## config.mk

```make
export PLATFORM = sky130hd
export DESIGN_NAME = mlcd_resp
export DESIGN_NICKNAME = d
export VERILOG_FILES = /design/src/rtl/mlcd_pkg.sv /design/src/rtl/mlcd_sync.sv /design/src/rtl/mlcd_resp.sv
export SDC_FILE = /design/constraint.sdc
export NUM_CORES = 1
export LEC_CHECK = 0
export CORE_MARGIN = 2
export CORE_UTILIZATION = 55
export DETAILED_ROUTE_END_ITERATION = 8
export PLACE_DENSITY = 0.79
export RECOVER_POWER = 25
export SLEW_MARGIN = 30
export SYNTH_ARGS = -nofsm -noshare
export SYNTH_HDL_FRONTEND = slang
export SYNTH_SLANG_ARGS = --single-unit
```

## constraint.sdc

```tcl
create_clock -name sys_clk -period 8.8 [get_ports sys_clk]
set_clock_uncertainty 0.05 [all_clocks]
set_input_delay 0.88 -clock sys_clk [delete_from_list [all_inputs] [get_ports sys_clk]]
set_output_delay 0.88 -clock sys_clk [all_outputs]
set_load 0.02 [all_outputs]
```

## src/rtl/mlcd_pkg.sv

```systemverilog
// Shared definitions for the MIPI-style 8080 LCD responder: command opcodes,
// controller states and the window-limit clamp helper.
package mlcd_pkg;

  localparam logic [7:0] CMD_CASET   = 8'h2A;
  localparam logic [7:0] CMD_PASET   = 8'h2B;
  localparam logic [7:0] CMD_RAMWR   = 8'h2C;
  localparam logic [7:0] CMD_DISPOFF = 8'h28;
  localparam logic [7:0] CMD_DISPON  = 8'h29;
  localparam logic [7:0] CMD_RDID    = 8'hD3;

  typedef enum logic [2:0] {
    ST_IDLE,
    ST_CASET,
    ST_PASET,
    ST_RAMWR,
    ST_RDID
  } state_t;

  function automatic logic [9:0] clamp_lim(input logic [15:0] v, input logic [15:0] lim);
    return 10'((v > lim) ? lim : v);
  endfunction

endpackage

```

## src/rtl/mlcd_sync.sv

```systemverilog
// Two-flop synchronizer for one active-low host strobe plus a change detect
// stage; idles high so a reset never produces a spurious edge.
module mlcd_sync (
  input  logic clk,
  input  logic rst,
  input  logic pin,
  output logic level,
  output logic changed
);

  logic s1, s2, s3;

  always_ff @(posedge clk) begin
    if (rst) begin
      s1 <= 1'b1;
      s2 <= 1'b1;
      s3 <= 1'b1;
    end else begin
      s1 <= pin;
      s2 <= s1;
      s3 <= s2;
    end
  end

  assign level   = s2;
  assign changed = s2 ^ s3;

endmodule

```

## src/rtl/mlcd_resp.sv

```systemverilog
// 8080-bus LCD controller responder: window/cursor tracking and pixel stream
// output. Define MLCD_READ_EN to enable the read-ID (0xD3) bus read path.
module mlcd_resp
  import mlcd_pkg::*;
#(
  parameter int          H_RES   = 240,
  parameter int          V_RES   = 320,
  parameter logic [15:0] ID_CODE = 16'h9341
) (
  input  logic        sys_clk,
  input  logic        sys_rst,
  input  logic        mlcd_cs_n,
  input  logic        mlcd_wr_n,
  input  logic        mlcd_rd_n,
  input  logic        mlcd_rs,
  input  logic [15:0] mlcd_data_in,
  output logic [15:0] mlcd_data_out,
  output logic        mlcd_data_oe,
  output logic        pix_valid,
  input  logic        pix_ready,
  output logic [9:0]  pix_x,
  output logic [9:0]  pix_y,
  output logic [15:0] pix_data,
  output logic        disp_on,
  output logic        pix_ovf
);

  localparam logic [15:0] X_MAX = 16'(H_RES - 1);
  localparam logic [15:0] Y_MAX = 16'(V_RES - 1);

  logic cs_lvl, cs_chg, wr_lvl, wr_chg, rd_lvl, rd_chg;

  mlcd_sync u_cs_sync (.clk(sys_clk), .rst(sys_rst), .pin(mlcd_cs_n), .level(cs_lvl), .changed(cs_chg));
  mlcd_sync u_wr_sync (.clk(sys_clk), .rst(sys_rst), .pin(mlcd_wr_n), .level(wr_lvl), .changed(wr_chg));
  mlcd_sync u_rd_sync (.clk(sys_clk), .rst(sys_rst), .pin(mlcd_rd_n), .level(rd_lvl), .changed(rd_chg));

  // A strobe edge only counts while chip-select and the opposite strobe are
  // settled; a write finishing while rd_n is low is the both-low conflict.
  logic wr_ev;
  assign wr_ev = wr_chg & wr_lvl & ~cs_lvl & ~cs_chg & rd_lvl & ~rd_chg;

  state_t      state;
  logic [1:0]  pcnt;
  logic [7:0]  hi_byte;
  logic [9:0]  start_tmp;
  logic [9:0]  sc, ec, sp, ep;
  logic [9:0]  cur_x, cur_y;
  logic [15:0] param_lim;
  logic [9:0]  param_val;

  assign param_lim = (state == ST_CASET) ? X_MAX : Y_MAX;
  assign param_val = clamp_lim({hi_byte, mlcd_data_in[7:0]}, param_lim);

`ifdef MLCD_READ_EN
  logic rd_ev;
  assign rd_ev = rd_chg & ~rd_lvl & ~cs_lvl & ~cs_chg & wr_lvl & ~wr_chg;
`else
  assign mlcd_data_out = '0;
  assign mlcd_data_oe  = 1'b0;
`endif

  always_ff @(posedge sys_clk) begin
    if (sys_rst) begin
      state     <= ST_IDLE;
      pcnt      <= '0;
      hi_byte   <= '0;
      start_tmp <= '0;
      sc        <= '0;
      sp        <= '0;
      ec        <= X_MAX[9:0];
      ep        <= Y_MAX[9:0];
      cur_x     <= '0;
      cur_y     <= '0;
      pix_valid <= 1'b0;
      pix_ovf   <= 1'b0;
      pix_x     <= '0;
      pix_y     <= '0;
      pix_data  <= '0;
      disp_on   <= 1'b0;
`ifdef MLCD_READ_EN
      mlcd_data_oe  <= 1'b0;
      mlcd_data_out <= '0;
`endif
    end else begin
      if (pix_valid && pix_ready)
        pix_valid <= 1'b0;

      if (wr_ev && !mlcd_rs) begin
        pcnt <= '0;
        case (mlcd_data_in[7:0])
          CMD_CASET: state <= ST_CASET;
          CMD_PASET: state <= ST_PASET;
          CMD_RAMWR: begin
            state <= ST_RAMWR;
            cur_x <= sc;
            cur_y <= sp;
          end
          CMD_DISPON: begin
            disp_on <= 1'b1;
            state   <= ST_IDLE;
          end
          CMD_DISPOFF: begin
            disp_on <= 1'b0;
            state   <= ST_IDLE;
          end
`ifdef MLCD_READ_EN
          CMD_RDID: state <= ST_RDID;
`endif
          default: state <= ST_IDLE;
        endcase
      end else if (wr_ev) begin
        case (state)
          ST_CASET, ST_PASET: begin
            pcnt <= pcnt + 2'd1;
            case (pcnt)
              2'd0, 2'd2: hi_byte <= mlcd_data_in[7:0];
              2'd1:       start_tmp <= param_val;
              default: begin
                // Window commits only on the last byte so an aborted
                // sequence leaves the previous window intact.
                if (state == ST_CASET) begin
                  sc <= start_tmp;
                  ec <= (start_tmp > param_val) ? start_tmp : param_val;
                end else begin
                  sp <= start_tmp;
                  ep <= (start_tmp > param_val) ? start_tmp : param_val;
                end
                state <= ST_IDLE;
              end
            endcase
          end
          ST_RAMWR: begin
            if (!pix_valid || pix_ready) begin
              pix_valid <= 1'b1;
              pix_x     <= cur_x;
              pix_y     <= cur_y;
              pix_data  <= mlcd_data_in;
            end else begin
              pix_ovf <= 1'b1;
            end
            if (cur_x == ec) begin
              cur_x <= sc;
              cur_y <= (cur_y == ep) ? sp : cur_y + 10'd1;
            end else begin
              cur_x <= cur_x + 10'd1;
            end
          end
          default: ;
        endcase
      end

`ifdef MLCD_READ_EN
      mlcd_data_oe <= ~cs_lvl & ~rd_lvl & wr_lvl;
      if (rd_ev && state == ST_RDID) begin
        case (pcnt)
          2'd2:    mlcd_data_out <= {8'h00, ID_CODE[15:8]};
          2'd3:    mlcd_data_out <= {8'h00, ID_CODE[7:0]};
          default: mlcd_data_out <= '0;
        endcase
        if (pcnt != 2'd3)
          pcnt <= pcnt + 2'd1;
      end
`endif
    end
  end

endmodule

```

==> results.txt, run 1 <==
outcome - finished, violations left
failing checks - capacitance limit, slew limit
Buf/Inv on CP - 2
site row count - 38
Port Buffers - 61
area of the die - 0.0121 mm2
CP peak stage delay - 2.18 ns
CTS Buf Count - 17
Post-DP Area - 0.00672 mm2
hold bufs inserted after CTS - 0
Final Cycle Share - 59.1%
Post-route DRC - 0
endpoints failing setup - 0
most used routing layer - met2
cts repair resizes - 0
vias per cell - 5.78
clk_lat worst skew - 0.54 ns
leakage - 2.74 nW
drt pass-1 iters - 5
Ys Warns - 0
Worst-path clk slew - 0.06 ns
critical-path cell list - clkbuf_1 -> clkbuf_1 -> nor3_1 -> a221oi_1
Worst Setup End Kind - flop
IO Pins - 79
Top Family by Delay on Critical Path - buffers and inverters
Syn Area/Cell - 8.19 um2
total grt overflow - 0
critical path fanouts, max - 73
Worst EP arrival - 5.57 ns
Synth-to-Final Area Change - 19.2%
P per Cell Area - 187 mW/mm2
Design Power - 1.37 mW
final worst path period need - 5.20 ns
root buffer cell - clkbuf_8
Final Hold Fails - 0
Core ar. - 0.0109 mm2
starting density of the core - 56.6%
setup bufs post-CTS - 0
H-tree depth - 4
cell total after placement - 906
share of layout cells above drive strength 1 - 7.89%
CTS tree - built
GRT Total Usage - 26.5%
commonest non-fill, non-tap cells in the layout - nand2_1 (140), dfxtp_1 (130), a21oi_1 (88)
largest net degree at the start of global routing - 74
grt met1 use - 32.4%
hold path depth - 1
max_slew headroom - -94.3%
Layout Nets - 829
R2R depth - 15
Post-Syn Area - 0.00616 mm2
final wirelength - 15100 um
ys async rst share - 0%
Gate Count Post-Synth - 752
HP Class - flop to flop
post-layout instance area - 0.00734 mm2
Max Clock Freq - 192 MHz
post-route ant nets - 0
Hold Slack - 0.358 ns
Place WS - 3.24 ns
#FFs+latches synth - 130
total number of vias - 5422
first-pass GRT wire length - 24600 um
Util after Layout - 67.4%
final std cells w/o fill - 938
CP required - 9.17 ns
MaxCap Viol Count - 2
clk buf depth - 2
ys flop type - dfxtp_1
Die Span Y - 110 um
Least-Margin Pin Slew - 2.92 ns
CP Launch Type - input pin
unique cell type count in the Yosys netlist - 57
Levels on crit path - 4
grt met3 use - 5.45%
via count of the first global-routing pass - 5102
most used cell, CP - clkbuf_1
initial antenna violation count - 0
die width - 110 um
drt wl/cell - 16.1 um
dpl hpwl - 10400 um
min setup slack post-route - 3.60 ns
Max VDD drop - 0.000127 V
commonest non-fill, non-tap cell in the layout - nand2_1
RD Place Congestion - 0.916
critical path's slowest cell - clkbuf_1
clock sink count - 130
TNS Setup - 0 ns
number of inserted diodes - 0
unrepaired setup endpoints after global routing - no
count of pins over their slew limit - 132
met2 GRT Util - 44.5%
First DRT Iteration DRCs - 290
Crit Path Category - input pin to flop
Seq/Total Area, Yosys - 42.3%
EDFF count, synth - 0
[registers in the layout (all words and copies together) (netlist names), 2 cells and up]
| register | cells |
|---|---|
| pcnt | 2 |
| state | 2 |
| pix_x | 10 |
| ec | 10 |
| hi_byte | 8 |
| sc | 10 |
| cur_x | 10 |
| ep | 10 |
| start_tmp | 10 |
| pix_y | 10 |
| sp | 10 |
| cur_y | 10 |
| pix_data | 16 |
[final timing paths]
path | start | end | slack (ns)
max | sys_rst | ep[4] | 3.60
min | u_rd_sync.s1 | u_rd_sync.level | 0.36
max reg2reg | state[0] | ep[6] | 3.88
min reg2reg | u_rd_sync.s1 | u_rd_sync.level | 0.36
[report_power, final]
| part | total (mW) | internal, mW | switching, mW |
|---|---|---|---|
| clock network | 0.737 | 0.475 | 0.262 |
| registers | 0.591 | 0.590 | 0.000469 |
| logic | 0.0441 | 0.0151 | 0.0290 |
[logic make-up (layout without fill, tap and decap cells)]
kind of cell	after synthesis	after routing	share of synthesized area, %
xor gates and xnor gates	23	23	3.27
and+or+nand+nor	293	293	22.1
buffers and inverters	89	119	6.75
other	2	18	0.122
muxes	30	30	5.38
AOI/OAI and AO/OA	164	164	15.8
adders and majority gates	21	21	4.27
DFF	130	130	42.3
[layout make-up]
type,instances,area [um2]
clock buffer,19,442
clock inverter,13,181
fill,905,3550
inverter,17,63.8
multi-input combinational,549,3200
sequential,130,2600
tap,140,175
timing repair buffer,70,672
[cells in the mapped netlist, types with 8 or more instances]
cell type,n,share of area [%]
xnor2_1,10,1.4
inv_1,17,1.0
nand4_1,14,1.4
clkbuf_1,46,2.8
or2_2,10,1.0
nand3_1,22,1.8
o21ai_0,22,1.8
a21oi_1,88,7.2
a211oi_1,16,2.0
ha_1,21,4.3
dfxtp_1,130,42
xor2_1,13,1.8
nor3_1,12,0.98
nand2_1,140,8.5
buf_4,17,2.1
nor2_1,47,2.9
mux2i_1,23,3.7
buf_2,8,0.65
[routing by layer]
| layer | vias to the layer above | part of all wire (%) |
|---|---|---|
| met2 | 189 | 49 |
| li1 | 2631 | - |
| met3 | 32 | 5.9 |
| met4 | 0 | 3.0 |
| met5 | - | 0 |
| met1 | 2570 | 42 |
No activity file was read; power rests on OpenSTA's default activity.
==> run 2: changes to the inputs <==
- clock period: 8.8 -> 5.1 ns (I/O delays scaled with it)
==> run 2 against run 1 <==
Against the previous run: the run still ends with capacitance limit, slew limit left; clock power is 64% higher; largest cell class unchanged; setup slack lost 3.1 ns; first-iteration DRC count shrank 1.4%.
==> results.txt, run 2 (synthesis gave the netlist of run 1 again) <==
H-tree depth - 4
Max VDD drop - 0.000344 V
Largest register FFs - 16
max_slew headroom - -4.96%
post-route ant nets - 0
Largest Register - pix_data
Switch Pwr - 0.517 mW
critical-path cell list - ha_1 -> inv_1 -> ha_1 -> nand3_1 -> or4_1 -> a21oi_1 -> mux2i_1 -> ha_1 -> nand4_1 -> a211oi_1 -> a2111oi_0 -> nor2_1 -> buf_4 -> mux2_2 -> o21ai_0
starting density of the core - 56.6%
Worst Setup End Kind - flop
Seq pwr share - 44.1%
final worst path period need - 4.62 ns
Layout Nets - 834
unrepaired setup endpoints after global routing - no
clock sink count - 130
CP required - 5.51 ns
first-pass GRT wire length - 24400 um
commonest non-fill, non-tap cells in the layout - nand2_1 (140), dfxtp_1 (130), a21oi_1 (88)
CTS tree - built
dpl hpwl - 10500 um
die width - 110 um
Least-Margin Pin Slew - 1.57 ns
vias per cell - 5.72
number of inserted diodes - 0
total grt overflow - 0
site row count - 38
CTS Buf Count - 17
clk_lat worst skew - 0.54 ns
Die Span Y - 110 um
drt pass-1 iters - 5
Post-route DRC - 0
Core ar. - 0.0109 mm2
Worst Setup SP - state[0]
drt wl/cell - 16.1 um
Worst EP arrival - 5.03 ns
most used cell, CP - ha_1
hold bufs inserted after CTS - 0
commonest non-fill, non-tap cell in the layout - nand2_1
Net Sw Frac - 22.4%
Util after Layout - 67.5%
Synth-to-Final Area Change - 19.3%
logic gate share of total power - 3.4%
setup bufs post-CTS - 0
CP peak stage delay - 0.60 ns
failing checks - capacitance limit, slew limit
Pint - 1.79 mW
Buf/Inv on CP - 2
largest net degree at the start of global routing - 95
critical path's slowest cell - or4_1
First DRT Iteration DRCs - 286
count of pins over their slew limit - 34
Max Clock Freq - 216 MHz
cts repair resizes - 0
TNS Setup - 0 ns
endpoints failing setup - 0
RR Endpoint - ep[3]
Reg2Reg Setup Slack - 0.48 ns
RD Place Congestion - 0.965
area of the die - 0.0121 mm2
R2R depth - 15
final wirelength - 15200 um
clk buf depth - 2
fill cell count - 900
Final Hold Fails - 0
initial antenna violation count - 0
GRT Total Usage - 26.4%
Worst-path clk slew - 0.07 ns
Levels on crit path - 15
Crit Path Category - flop to flop
register area - 0.00260 mm2
Multi-input gate area - 0.00320 mm2
Critical Path End - ep[3]
critical path fanouts, max - 21
clock power share - 52.5%
Port Buffers - 61
Final Cycle Share - 90.6%
IO Pins - 79
HP Class - input pin to flop
root buffer cell - clkbuf_8
total number of vias - 5395
outcome - finished, violations left
P per Cell Area - 315 mW/mm2
Hold Slack - 0.311 ns
via count of the first global-routing pass - 5198
MaxCap Viol Count - 1
share of layout cells above drive strength 1 - 8.47%
leakage - 2.77 nW
CP Launch Type - flop
Top Family by Delay on Critical Path - compound AO/OA/AOI/OAI gates
r2r startpoint - state[0]
[run 2: cell types whose count changed in the layout (fill, tap and decap cells not counted), sizes merged]
cell           delta
clkdlybuf4s50     -8
clkbuf            -3
inv               +1
clkinv            +2
bufinv            -1
buf               +6
dlygate4sd3       +8
[run 2: how the worst min path moves through the flow]
stage	start	endpoint	slack (ns)	cells past startpoint
2_1_floorplan	u_cs_sync.s1	u_cs_sync.level	0.34	1
3_3_place_gp	u_rd_sync.s1	u_rd_sync.level	0.34	1
3_5_place_dp	u_rd_sync.s1	u_rd_sync.level	0.34	1
4_1_cts	sys_rst	hi_byte[0]	0.30	2
5_1_grt	sys_rst	hi_byte[0]	0.32	2
6_report	sys_rst	hi_byte[0]	0.31	2
[run 2: stage by stage]
| step | instance area, um2 | setup slack [ns] | total power, mW | std cells |
|---|---|---|---|---|
| after detailed placement | 6760 | 0.425 | 1.12 | 911 |
| after global routing | 7350 | 0.187 | 2.37 | 943 |
| after global placement | 6760 | 0.357 | 1.12 | 911 |
| after floorplan | 6220 | 0.819 | 1.10 | 768 |
| final | 7350 | 0.479 | 2.31 | 943 |
| after CTS | 7350 | 0.555 | 2.32 | 943 |
[run 2: power by group through the flow]
| stage | Combinational [mW] | Sequential, mW | Clock, mW |
|---|---|---|---|
| after floorplan | 0.0576 | 1.04 | 0 |
| after global placement | 0.0762 | 1.04 | 0 |
| after detailed placement | 0.0776 | 1.04 | 0 |
| after CTS | 0.0788 | 1.02 | 1.23 |
| after global routing | 0.0855 | 1.02 | 1.27 |
| final | 0.0791 | 1.02 | 1.21 |
[run 2: layout make-up]
class / instances / area share [%]
Clock inverter: 15 / 2.47
Inverter: 17 / 0.869
Tap cell: 140 / 2.38
Sequential cell: 130 / 35.4
Timing Repair Buffer: 75 / 9.66
Multi-Input combinational cell: 549 / 43.6
Clock buffer: 17 / 5.64
[run 2: routing by layer]
metal | GRT usage, % | vias to the layer above | wire, um | part of all wire (%)
li1 | - | 2645 | - | -
met2 | 44.2 | 173 | 7560 | 50
met1 | 31.7 | 2546 | 6400 | 42
met3 | 7.05 | 31 | 856 | 5.6
met5 | 0 | - | 0 | 0
met4 | 11.9 | 0 | 368 | 2.4
==> run 3: changes to the inputs <==
- clock period: 5.1 -> 5.05 ns (I/O delays scaled with it)
==> run 3 against run 2 <==
Against the previous run: global-route usage up 0.61 points; critical path depth stayed put; non-clock buffer count up 5; the flow still finishes with violations (capacitance limit, slew limit); critical path type unchanged; core utilization is 0.93 points higher; sequential share of layout area is 0.48 points lower; sequential cell count did not move; largest cell class unchanged; setup slack better by 0.12 ns; clock-buffer cell count is 1 higher; register-to-register slack improved by 0.12 ns; wire length rose by 1.5%; cell count grew 0.53%.
==> results.txt, run 3 (synthesis gave the netlist of run 1 again) <==
starting density of the core - 56.6%
leakage - 2.81 nW
number of inserted diodes - 0
total grt overflow - 0
commonest non-fill, non-tap cell in the layout - nand2_1
root buffer cell - clkbuf_8
drt pass-1 iters - 4
Crit Path Category - flop to flop
final worst path period need - 4.45 ns
Switch Pwr - 0.519 mW
vias per cell - 5.75
hold path depth - 2
largest net degree at the start of global routing - 111
Worst EP arrival - 4.66 ns
Layout Nets - 839
MaxCap Viol Count - 1
clk_lat worst skew - 0.54 ns
cts repair resizes - 0
post-route ant nets - 0
initial antenna violation count - 0
H-tree depth - 4
final wirelength - 15400 um
register area - 0.00260 mm2
max_slew headroom - -146%
Worst Setup End Kind - flop
clock power share - 54.4%
via count of the first global-routing pass - 5135
Final Cycle Share - 88.1%
area of the die - 0.0121 mm2
First DRT Iteration DRCs - 341
unrepaired setup endpoints after global routing - no
RD Place Congestion - 0.882
Hold Path Sink - pix_y[7]
Post-route DRC - 0
total number of vias - 5455
Least-Margin Pin Slew - 3.69 ns
TNS Setup - 0 ns
IO Pins - 79
Max VDD drop - 0.000193 V
Design Power - 2.44 mW
logic gate share of total power - 3.4%
Final Hold Fails - 0
Net Sw Frac - 21.3%
Worst-path clk slew - 0.06 ns
endpoints failing setup - 0
outcome - finished, violations left
CTS Buf Count - 17
CP required - 5.26 ns
hold wc startpoint - sys_rst
first-pass GRT wire length - 25000 um
clock sink count - 130
commonest non-fill, non-tap cells in the layout - nand2_1 (140), dfxtp_1 (130), a21oi_1 (88)
setup bufs post-CTS - 0
HP Class - input pin to flop
Reg2Reg Setup Slack - 0.60 ns
hold bufs inserted after CTS - 0
die width - 110 um
failing checks - capacitance limit, slew limit
Synth-to-Final Area Change - 20.9%
count of pins over their slew limit - 111
critical path fanouts, max - 21
Largest Register - pix_data
Seq pwr share - 42.2%
RR Endpoint - ep[6]
P per Cell Area - 328 mW/mm2
clk buf depth - 2
CP Launch Type - flop
Max Clock Freq - 225 MHz
site row count - 38
GRT Total Usage - 27.0%
Pint - 1.92 mW
Multi-input gate area - 0.00320 mm2
Core ar. - 0.0109 mm2
r2r startpoint - state[0]
R2R depth - 15
Die Span Y - 110 um
dpl hpwl - 10400 um
fill cell count - 906
CTS tree - built
Largest register FFs - 16
Port Buffers - 61
share of layout cells above drive strength 1 - 9.16%
drt wl/cell - 16.2 um
-- run 3: final cells by class --
type,instances,share of cell area [%]
multi-input combinational,549,43.0
sequential,130,34.9
inverter,17,0.857
clock buffer,18,5.74
tap,140,2.35
timing repair buffer,80,10.3
clock inverter,14,2.84
-- run 3: power groups by stage --
stage / clock, mW / combinational, mW / sequential [mW]
finish: 1.33 / 0.0832 / 1.03
global route: 1.39 / 0.0900 / 1.03
CTS: 1.34 / 0.0819 / 1.03
detailed placement: 0 / 0.0816 / 1.05
global placement: 0 / 0.0800 / 1.05
floorplan: 0 / 0.0582 / 1.05
-- run 3: through the flow --
| step | area (um2) | std cells | util [%] | worst slack (ns) | hold WS [ns] |
|---|---|---|---|---|---|
| final | 7450 | 948 | 68.4 | 0.599 | 0.243 |
| after floorplan | 6220 | 768 | - | 0.769 | 0.339 |
| after global placement | 6810 | 916 | 62.5 | 0.707 | 0.340 |
| after detailed placement | 6810 | 916 | 62.5 | 0.577 | 0.345 |
| after global routing | 7450 | 948 | 68.4 | 0.313 | 0.252 |
| after CTS | 7440 | 948 | 68.4 | 0.661 | 0.226 |
-- run 3: routing by layer --
layer	global-route usage [%]	routed length, um
met1	33.4	6640
met2	44.8	7430
met3	5.28	894
met4	13.7	441
met5	0	0
-- run 3: worst max-delay path by stage --
| stage | slack [ns] | to | startpoint | cells after the start |
|---|---|---|---|---|
| after floorplan | 0.77 | ep[7] | state[0] | 16 |
| after global placement | 0.71 | ec[8] | mlcd_data_in[7] | 14 |
| after detailed placement | 0.58 | ec[8] | mlcd_data_in[7] | 14 |
| after CTS | 0.66 | ec[8] | state[0] | 15 |
| after global routing | 0.31 | ep[7] | state[0] | 15 |
| final | 0.60 | ep[6] | state[0] | 15 |
-- run 3: critical path, cell delays in order, from the launching register on --
cell       delay, ns
dfxtp_1         0.39
ha_1            0.38
inv_1           0.11
ha_1            0.31
nand3_1         0.10
or4_1           0.58
a21oi_1         0.28
mux2i_1         0.28
ha_1            0.28
a211oi_1        0.24
nor2_1          0.07
a2111oi_0       0.43
nor2_1          0.16
buf_12          0.19
a32oi_1         0.19
o41ai_1         0.12
